`src/rtl/lb_pop_arb_pkg.sv`:
```
// Shared types and constants for the ListBuffer pop arbiter.
// Holds the queue count, widths, request field offsets, the packed request
// struct and the output-register state enum.
package lb_pop_arb_pkg;

    localparam int unsigned NUM_Q  = 21;
    localparam int unsigned IDX_W  = 5;
    localparam int unsigned DATA_W = 48;

    // Request field offsets (LSB) and widths
    localparam int unsigned PRIO0_LSB   = 0;
    localparam int unsigned PRIO1_LSB   = 1;
    localparam int unsigned PRIO2_LSB   = 2;
    localparam int unsigned CONTROL_LSB = 3;
    localparam int unsigned OPCODE_LSB  = 4;
    localparam int unsigned OPCODE_W    = 3;
    localparam int unsigned PARAM_LSB   = 7;
    localparam int unsigned PARAM_W     = 3;
    localparam int unsigned SIZE_LSB    = 10;
    localparam int unsigned SIZE_W      = 3;
    localparam int unsigned SOURCE_LSB  = 13;
    localparam int unsigned SOURCE_W    = 6;
    localparam int unsigned TAG_LSB     = 19;
    localparam int unsigned TAG_W       = 17;
    localparam int unsigned OFFSET_LSB  = 36;
    localparam int unsigned OFFSET_W    = 6;
    localparam int unsigned PUT_LSB     = 42;
    localparam int unsigned PUT_W       = 6;

    typedef struct packed {
        logic [PUT_W-1:0]    put;
        logic [OFFSET_W-1:0] offset;
        logic [TAG_W-1:0]    tag;
        logic [SOURCE_W-1:0] source;
        logic [SIZE_W-1:0]   size;
        logic [PARAM_W-1:0]  param;
        logic [OPCODE_W-1:0] opcode;
        logic                control;
        logic                prio_2;
        logic                prio_1;
        logic                prio_0;
    } req_t;

    typedef enum logic {
        EMPTY = 1'b0,
        FULL  = 1'b1
    } state_e;

    // Unpack a raw ListBuffer word into the request struct by field offset
    function automatic req_t req_from_bits(input logic [DATA_W-1:0] b);
        req_t r;
        r.prio_0  = b[PRIO0_LSB];
        r.prio_1  = b[PRIO1_LSB];
        r.prio_2  = b[PRIO2_LSB];
        r.control = b[CONTROL_LSB];
        r.opcode  = b[OPCODE_LSB +: OPCODE_W];
        r.param   = b[PARAM_LSB +: PARAM_W];
        r.size    = b[SIZE_LSB +: SIZE_W];
        r.source  = b[SOURCE_LSB +: SOURCE_W];
        r.tag     = b[TAG_LSB +: TAG_W];
        r.offset  = b[OFFSET_LSB +: OFFSET_W];
        r.put     = b[PUT_LSB +: PUT_W];
        return r;
    endfunction

endpackage

```
`src/rtl/lb_pop_arbiter_rr_pick.sv`:
```
// rr_pick: combinational round-robin picker.
// Ports: req  - request vector (NUM_Q)
//        ptr  - first index to consider (inclusive)
//        any  - at least one request set
//        idx  - first set request at or after ptr, wrapping
module rr_pick
    import lb_pop_arb_pkg::*;
(
    input  logic [NUM_Q-1:0] req,
    input  logic [IDX_W-1:0] ptr,
    output logic             any,
    output logic [IDX_W-1:0] idx
);

    localparam int unsigned SUM_W = IDX_W + 1;

    logic [NUM_Q-1:0] w_rot;
    logic [IDX_W-1:0] w_off;
    logic [SUM_W-1:0] w_sum;

    // Doubling the vector turns the wrap-around into a plain right shift
    assign w_rot = NUM_Q'({req, req} >> ptr);

    // Lowest set bit of the rotated vector is the distance from ptr
    always_comb begin
        w_off = '0;
        for (int i = NUM_Q - 1; i >= 0; i--) begin
            if (w_rot[i]) w_off = IDX_W'(i);
        end
    end

    assign w_sum = {1'b0, ptr} + {1'b0, w_off};
    assign idx   = (w_sum >= SUM_W'(NUM_Q)) ? IDX_W'(w_sum - SUM_W'(NUM_Q))
                                            : IDX_W'(w_sum);
    assign any   = |req;

endmodule

```
`src/rtl/lb_pop_arbiter.sv`:
```
// lb_pop_arbiter: pops one eligible ListBuffer queue per cycle in round-robin
// order and holds the request in a one-entry valid/ready output register.
// Ports: clock/reset (async active-low), lb_valid/lb_pop_valid/lb_pop_bits/
//        lb_data (ListBuffer side), mshr_free (per-MSHR availability),
//        out_valid/out_ready/out_idx/out_data (allocation stage side).
// Optional: LB_POP_ARB_STATS_EN adds saturating stat_pops/stat_stalls.
module lb_pop_arbiter
    import lb_pop_arb_pkg::*;
(
    input  logic              clock,
    input  logic              reset,
    input  logic [NUM_Q-1:0]  lb_valid,
    output logic              lb_pop_valid,
    output logic [IDX_W-1:0]  lb_pop_bits,
    input  logic [DATA_W-1:0] lb_data,
    input  logic [NUM_Q-1:0]  mshr_free,
    output logic              out_valid,
    input  logic              out_ready,
    output logic [IDX_W-1:0]  out_idx,
    output logic [DATA_W-1:0] out_data
`ifdef LB_POP_ARB_STATS_EN
    ,
    output logic [31:0]       stat_pops,
    output logic [31:0]       stat_stalls
`endif
);

    state_e           r_state;
    state_e           w_state_nxt;
    logic [NUM_Q-1:0] r_claimed;
    logic [IDX_W-1:0] r_rr_ptr;
    logic [IDX_W-1:0] r_out_idx;
    req_t             r_out_data;

    logic [NUM_Q-1:0] w_elig;
    logic             w_any;
    logic [IDX_W-1:0] w_grant;
    logic             w_slot_free;
    logic [NUM_Q-1:0] w_pop_oh;

    // A queue stays claimed from its pop until its MSHR reports busy
    assign w_elig = lb_valid & mshr_free & ~r_claimed;

    rr_pick u_rr_pick (
        .req (w_elig),
        .ptr (r_rr_ptr),
        .any (w_any),
        .idx (w_grant)
    );

    // State register
    always_ff @(posedge clock or negedge reset) begin
        if (!reset) r_state <= EMPTY;
        else        r_state <= w_state_nxt;
    end

    // Next-state logic
    always_comb begin
        w_state_nxt = r_state;
        case (r_state)
            EMPTY: if (lb_pop_valid) w_state_nxt = FULL;
            FULL:  if (out_ready && !lb_pop_valid) w_state_nxt = EMPTY;
            default: w_state_nxt = EMPTY;
        endcase
    end

    // Output logic; pop is gated by reset so nothing is popped while held in reset
    always_comb begin
        out_valid    = (r_state == FULL);
        w_slot_free  = !out_valid || out_ready;
        lb_pop_valid = w_any && w_slot_free && reset;
        lb_pop_bits  = lb_pop_valid ? w_grant : '0;
    end

    assign w_pop_oh = lb_pop_valid ? (NUM_Q'(1) << w_grant) : '0;

    // Payload capture, pointer advance and claim tracking
    always_ff @(posedge clock or negedge reset) begin
        if (!reset) begin
            r_out_idx  <= '0;
            r_out_data <= '0;
            r_rr_ptr   <= '0;
            r_claimed  <= '0;
        end else begin
            if (lb_pop_valid) begin
                r_out_idx  <= w_grant;
                r_out_data <= req_from_bits(lb_data);
                r_rr_ptr   <= (w_grant == IDX_W'(NUM_Q - 1)) ? '0 : w_grant + IDX_W'(1);
            end
            r_claimed <= (r_claimed & mshr_free) | w_pop_oh;
        end
    end

    assign out_idx  = r_out_idx;
    assign out_data = r_out_data;

`ifdef LB_POP_ARB_STATS_EN
    logic [31:0] r_stat_pops;
    logic [31:0] r_stat_stalls;

    // Saturating event counters
    always_ff @(posedge clock or negedge reset) begin
        if (!reset) begin
            r_stat_pops   <= '0;
            r_stat_stalls <= '0;
        end else begin
            if (lb_pop_valid && (r_stat_pops != '1))
                r_stat_pops <= r_stat_pops + 32'd1;
            if (out_valid && !out_ready && (r_stat_stalls != '1))
                r_stat_stalls <= r_stat_stalls + 32'd1;
        end
    end

    assign stat_pops   = r_stat_pops;
    assign stat_stalls = r_stat_stalls;
`endif

endmodule

```
`config.mk`:
```
export PLATFORM = sky130hd
export DESIGN_NAME = lb_pop_arbiter
export DESIGN_NICKNAME = d
export VERILOG_FILES = /design/src/rtl/lb_pop_arb_pkg.sv /design/src/rtl/lb_pop_arbiter_rr_pick.sv /design/src/rtl/lb_pop_arbiter.sv
export SDC_FILE = /design/constraint.sdc
export NUM_CORES = 1
export LEC_CHECK = 0
export ABC_CLOCK_PERIOD_IN_PS = 6500
export CORE_MARGIN = 2
export CORE_UTILIZATION = 31
export CTS_BUF_LIST = sky130_fd_sc_hd__clkbuf_8
export DETAILED_ROUTE_END_ITERATION = 8
export MAX_ROUTING_LAYER = met4
export PLACE_DENSITY = 0.58
export RECOVER_POWER = 25
export SYNTH_ARGS = -nofsm -noshare
export SYNTH_HDL_FRONTEND = slang
export SYNTH_SLANG_ARGS = --single-unit
```
`constraint.sdc`:
```
create_clock -name clock -period 6.5 [get_ports clock]
set_input_delay 0.975 -clock clock [delete_from_list [all_inputs] [get_ports clock]]
set_output_delay 0.975 -clock clock [all_outputs]
set_load 0.01 [all_outputs]
```
==> run_summary.xml <==
<?xml version="1.0" encoding="UTF-8"?>
<metrics>
  <group name="timing">
    <metric name="fin_crit_sh" unit="%">98.3</metric>
    <metric name="max_slew.worst_pin.slew" unit="ns">3.84</metric>
    <metric name="finalClockSkew" unit="ns">0.0131</metric>
    <metric name="worst_hold_slack" unit="ns">0.430</metric>
    <metric name="worst_slew_margin_rel" unit="%">-156</metric>
    <metric name="report.final.slew_viol_count" unit="">71</metric>
    <metric name="final-hold-violation-count" unit="">0</metric>
    <metric name="grt_setup_unrepaired" unit="">yes</metric>
    <metric name="achievable_freq" unit="MHz">156</metric>
    <metric name="tmin_final" unit="ns">6.39</metric>
    <metric name="setup-violations-final" unit="">0</metric>
  </group>
  <group name="cells_and_area">
    <metric name="multi_input_comb_area" unit="sq um">4620</metric>
    <metric name="nNetsFinal" unit="">1027</metric>
    <metric name="final_core_util" unit="%">51.7</metric>
    <metric name="drive_gt1_share" unit="%">46.3</metric>
    <metric name="layout.cell_area.non_filler" unit="sq um">10400</metric>
    <metric name="syn2layout_area_growth" unit="%">65.4</metric>
    <metric name="regArea" unit="sq um">2000</metric>
    <metric name="num-fill-cells" unit="">1812</metric>
  </group>
  <group name="yosys">
    <metric name="synthTopCellsByCount" unit="">sky130_fd_sc_hd__dfrtp_1, sky130_fd_sc_hd__mux2_2, sky130_fd_sc_hd__mux2i_1, sky130_fd_sc_hd__nor2_1, sky130_fd_sc_hd__mux4_2</metric>
    <metric name="synth_cell_types" unit="">80</metric>
    <metric name="synth_enable_flop_cells" unit="">0</metric>
    <metric name="synth_top_family_by_area" unit="">multiplexers</metric>
    <metric name="yosysWarningCount" unit="">0</metric>
    <metric name="synthesis.instances" unit="">588</metric>
    <metric name="synth_largest_type_area_fraction" unit="%">31.9</metric>
    <metric name="syn_area" unit="sq um">6270</metric>
    <metric name="mappedNetlistNets" unit="">692</metric>
    <metric name="synthMuxAreaShare" unit="%">26.3</metric>
    <metric name="ys_seq_elements" unit="">80</metric>
    <metric name="post_synth_fa_ha_maj_area_fraction" unit="%">2.32</metric>
    <metric name="synth.avg_cell_area" unit="sq um">10.7</metric>
    <metric name="synth_sequential_area_ratio" unit="%">31.9</metric>
    <metric name="synth-main-ff-cell" unit="">sky130_fd_sc_hd__dfrtp_1</metric>
    <metric name="synth_xor_area_share" unit="%">1.12</metric>
    <metric name="netlist.top_cell.by_area" unit="">sky130_fd_sc_hd__dfrtp_1</metric>
    <metric name="synth-async-reset-ratio" unit="%">100</metric>
    <metric name="basic_gate_share_of_the_synthesized_area_counting_and_or_nand_and_nor_cells" unit="%">16.2</metric>
    <metric name="synth_compound_area_share" unit="%">18.4</metric>
    <metric name="synth_most_common_cell" unit="">sky130_fd_sc_hd__dfrtp_1</metric>
    <metric name="yosys-top-cells-area" unit="">sky130_fd_sc_hd__dfrtp_1, sky130_fd_sc_hd__mux2_2, sky130_fd_sc_hd__mux4_2</metric>
  </group>
  <group name="cts">
    <metric name="clk_pin_slew_worst_paths" unit="ns">0.09</metric>
    <metric name="cts_num_sinks" unit="">80</metric>
    <metric name="max-clock-path-buffers" unit="">2</metric>
    <metric name="cts_root_buffer" unit="">sky130_fd_sc_hd__clkbuf_8</metric>
    <metric name="holdBufCountCts" unit="">0</metric>
    <metric name="cts-htree-levels" unit="">3</metric>
    <metric name="tritoncts_clock_tree" unit="">done</metric>
    <metric name="clock_latency" unit="ns">0.36</metric>
    <metric name="cts-buffers-inserted" unit="">9</metric>
  </group>
  <group name="critical_path">
    <metric name="critical-path-max-stage-delay" unit="ns">0.56</metric>
    <metric name="critPathMaxFanout" unit="">4</metric>
    <metric name="end_kind" unit="">output pin</metric>
    <metric name="path_buf_inv" unit="">4</metric>
    <metric name="critical_path_class" unit="">input pin to output pin</metric>
    <metric name="crit_chain" unit="">buf_6 -&gt; and3b_2 -&gt; mux4_2 -&gt; a211o_1 -&gt; mux4_2 -&gt; or4b_4 -&gt; or2_0 -&gt; o22ai_1 -&gt; ha_1 -&gt; a21o_1 -&gt; a21oi_2 -&gt; buf_4 -&gt; xor2_1 -&gt; a21oi_2 -&gt; nand2b_4 -&gt; xnor2_4 -&gt; inv_2 -&gt; nor2_4 -&gt; buf_6</metric>
    <metric name="cp.arrival" unit="ns">5.42</metric>
    <metric name="dominant_delay_contributor_by_cell_family_on_the_critical_path" unit="">simple AND/OR/NAND/NOR gates</metric>
    <metric name="critPathLaunchType" unit="">input pin</metric>
    <metric name="timing.critical_path.required" unit="ns">5.52</metric>
    <metric name="critical-path-slowest-cell" unit="">sky130_fd_sc_hd__or4b_4</metric>
  </group>
  <group name="die">
    <metric name="die_area" unit="sq um">21400</metric>
    <metric name="floorplan.io_pins" unit="">153</metric>
    <metric name="start_util" unit="%">31.3</metric>
    <metric name="core-area" unit="sq um">20000</metric>
    <metric name="row_count" unit="">52</metric>
    <metric name="dieHeight" unit="um">146</metric>
    <metric name="die_width" unit="um">146</metric>
  </group>
  <group name="status">
    <metric name="failing_checks" unit="">max-capacitance violations, max-slew violations</metric>
    <metric name="outcome" unit="">complete, but fails checks</metric>
  </group>
  <group name="grt">
    <metric name="grtUsageTotal" unit="%">25.0</metric>
    <metric name="wire_length_of_the_first_global_routing_pass" unit="um">40600</metric>
    <metric name="grt_pass1_vias" unit="">7091</metric>
    <metric name="globalRouteOverflowTotal" unit="">0</metric>
    <metric name="antenna_found_initial" unit="">1</metric>
    <metric name="grt_max_degree" unit="">71</metric>
  </group>
  <group name="placed_design">
    <metric name="buffer_ports.inserted" unit="">152</metric>
    <metric name="placed_area" unit="sq um">9240</metric>
    <metric name="gp_routability_congestion" unit="">1.05</metric>
    <metric name="detailedPlacementHpwl" unit="um">20200</metric>
  </group>
  <group name="detailed_routing">
    <metric name="via_count" unit="">6670</metric>
    <metric name="vias_per_cell" unit="">5.57</metric>
    <metric name="ant_nets" unit="">0</metric>
    <metric name="final_routed_drc_violation_total" unit="">0</metric>
    <metric name="routed_wire_length_per_instance" unit="um">21.9</metric>
    <metric name="number_of_design_rule_violations_left_by_the_first_detailed_router_iteration" unit="">454</metric>
    <metric name="first_drt_pass_iteration_count" unit="">5</metric>
    <metric name="drt_wl_total" unit="um">26200</metric>
  </group>
  <group name="worst_hold_path">
    <metric name="hold_path_class" unit="">input pin to asynchronous set/reset pin</metric>
  </group>
  <group name="run">
    <metric name="cap_violations" unit="">1</metric>
  </group>
</metrics>
## placed cells by master (no fill, tap or decap), types with 5 or more instances in the layout
master / instances
sky130_fd_sc_hd__nand4_1: 6
sky130_fd_sc_hd__nand3b_1: 20
sky130_fd_sc_hd__inv_2: 6
sky130_fd_sc_hd__nand3_1: 7
sky130_fd_sc_hd__a21o_1: 10
sky130_fd_sc_hd__a32o_1: 9
sky130_fd_sc_hd__and3b_2: 10
sky130_fd_sc_hd__o21ai_1: 6
sky130_fd_sc_hd__inv_1: 10
sky130_fd_sc_hd__clkdlybuf4s50_1: 104
sky130_fd_sc_hd__dlymetal6s2s_1: 22
sky130_fd_sc_hd__mux2_2: 56
sky130_fd_sc_hd__buf_6: 7
sky130_fd_sc_hd__nor2_1: 26
sky130_fd_sc_hd__o211ai_1: 9
sky130_fd_sc_hd__nor3_1: 7
sky130_fd_sc_hd__clkbuf_8: 9
sky130_fd_sc_hd__nand2b_1: 8
sky130_fd_sc_hd__dfrtp_1: 80
sky130_fd_sc_hd__and3b_1: 7
sky130_fd_sc_hd__o21a_1: 5
sky130_fd_sc_hd__ha_1: 8
sky130_fd_sc_hd__mux2i_2: 6
sky130_fd_sc_hd__clkbuf_2: 16
sky130_fd_sc_hd__mux2_4: 5
sky130_fd_sc_hd__mux2i_1: 26
sky130_fd_sc_hd__buf_4: 199
sky130_fd_sc_hd__nand2_1: 21
sky130_fd_sc_hd__a22o_1: 11
sky130_fd_sc_hd__a21oi_1: 5
sky130_fd_sc_hd__o21ai_2: 5
sky130_fd_sc_hd__buf_12: 5
sky130_fd_sc_hd__a21oi_2: 7
sky130_fd_sc_hd__mux4_2: 23
sky130_fd_sc_hd__o22ai_1: 9
sky130_fd_sc_hd__nand4b_1: 6
## timing repair
| action | 4_1_cts | 5_1_grt |
|---|---|---|
| setup buffers | 34 | 14 |
| resized for setup | 122 | 109 |
| gates cloned | 0 | 0 |
| endpoints found under the hold margin | 0 | 0 |
| endpoints found under the setup margin | 5 | 14 |
| pin swaps | 47 | 56 |
## sequential cells by signal, summed over array words and instances, names as in the netlist
register and flops:
out_data 48, r_claimed 21, out_idx 5, r_rr_ptr 5, out_valid 1
## through the flow
step | setup TNS, ns | std cells | setup WS [ns]
after floorplan | 0 | 588 | 0.437
after global placement | -4.14 | 1134 | -0.943
after detailed placement | -6.48 | 1134 | -1.05
after CTS | 0 | 1183 | 0.000480
after global routing | -0.0758 | 1198 | -0.0318
final | 0 | 1198 | 0.108
## worst reg2reg max path: stages, from the launching register on
cell                        delay, ns
sky130_fd_sc_hd__dfrtp_1         0.56
sky130_fd_sc_hd__inv_1           0.21
sky130_fd_sc_hd__buf_4           0.35
sky130_fd_sc_hd__nor3_1          0.14
sky130_fd_sc_hd__or4_1           0.48
sky130_fd_sc_hd__o2111ai_1       0.21
sky130_fd_sc_hd__mux4_1          0.35
sky130_fd_sc_hd__or4b_4          0.49
sky130_fd_sc_hd__or2_0           0.21
sky130_fd_sc_hd__o22ai_1         0.13
sky130_fd_sc_hd__ha_1            0.28
sky130_fd_sc_hd__a21o_1          0.20
sky130_fd_sc_hd__a21oi_2         0.17
sky130_fd_sc_hd__buf_4           0.16
sky130_fd_sc_hd__xnor2_4         0.09
sky130_fd_sc_hd__a2111o_1        0.35
sky130_fd_sc_hd__o211ai_1        0.16
sky130_fd_sc_hd__inv_1           0.12
sky130_fd_sc_hd__buf_4           0.14
sky130_fd_sc_hd__buf_4           0.12
sky130_fd_sc_hd__buf_4           0.12
sky130_fd_sc_hd__buf_4           0.12
sky130_fd_sc_hd__buf_4           0.12
sky130_fd_sc_hd__buf_4           0.12
sky130_fd_sc_hd__buf_4           0.16
sky130_fd_sc_hd__nor4b_4         0.27
sky130_fd_sc_hd__buf_4           0.16
sky130_fd_sc_hd__o22ai_1         0.09
## worst paths after layout
path	startpoint	to	slack (ns)	depth (start not counted)
max reg2reg	r_rr_ptr[1]$_DFFE_PN0P_	r_rr_ptr[1]$_DFFE_PN0P_	0.30	27
max in group asynchronous	reset	out_data[3]$_DFFE_PN0P_	2.17	2
min reg2reg	out_idx[2]$_DFFE_PN0P_	out_idx[2]$_DFFE_PN0P_	0.48	1
min in group clock	out_idx[2]$_DFFE_PN0P_	out_idx[2]$_DFFE_PN0P_	0.48	1
min	reset	out_data[44]$_DFFE_PN0P_	0.43	1
max	lb_valid[4]	lb_pop_bits[0]	0.11	19
## layer usage
metal / routed length (um) / global-route usage (%) / vias up
met2: 12700 / 41.4 / 307
met5: 0 / - / -
met1: 10600 / 30.7 / 3293
met3: 1810 / 3.84 / 65
li1: - / - / 3005
met4: 1060 / 10.3 / 0
## final cells by class
type                            count  share of cell area, %
Clock buffer                        9                   1.19
Sequential cell                    80                   19.3
Tap cell                          270                   3.26
Antenna cell                        1                 0.0241
Multi-Input combinational cell    455                   44.6
Timing Repair Buffer              361                   30.2
Inverter                           16                  0.579
Clock inverter                      6                  0.893
## cells by family (layout without fill, tap and decap cells)
group | Yosys count | in the layout
other | 0 | 1
xor gates and xnor gates | 8 | 8
DFF | 80 | 80
muxes | 123 | 123
adders and majority gates | 11 | 11
and+or+nand+nor | 162 | 162
AOI/OAI and AO/OA | 151 | 151
buffers and inverters | 53 | 392
Power is not shown: default switching activity piles up to over one toggle a cycle in this logic, so the estimate is an artifact.
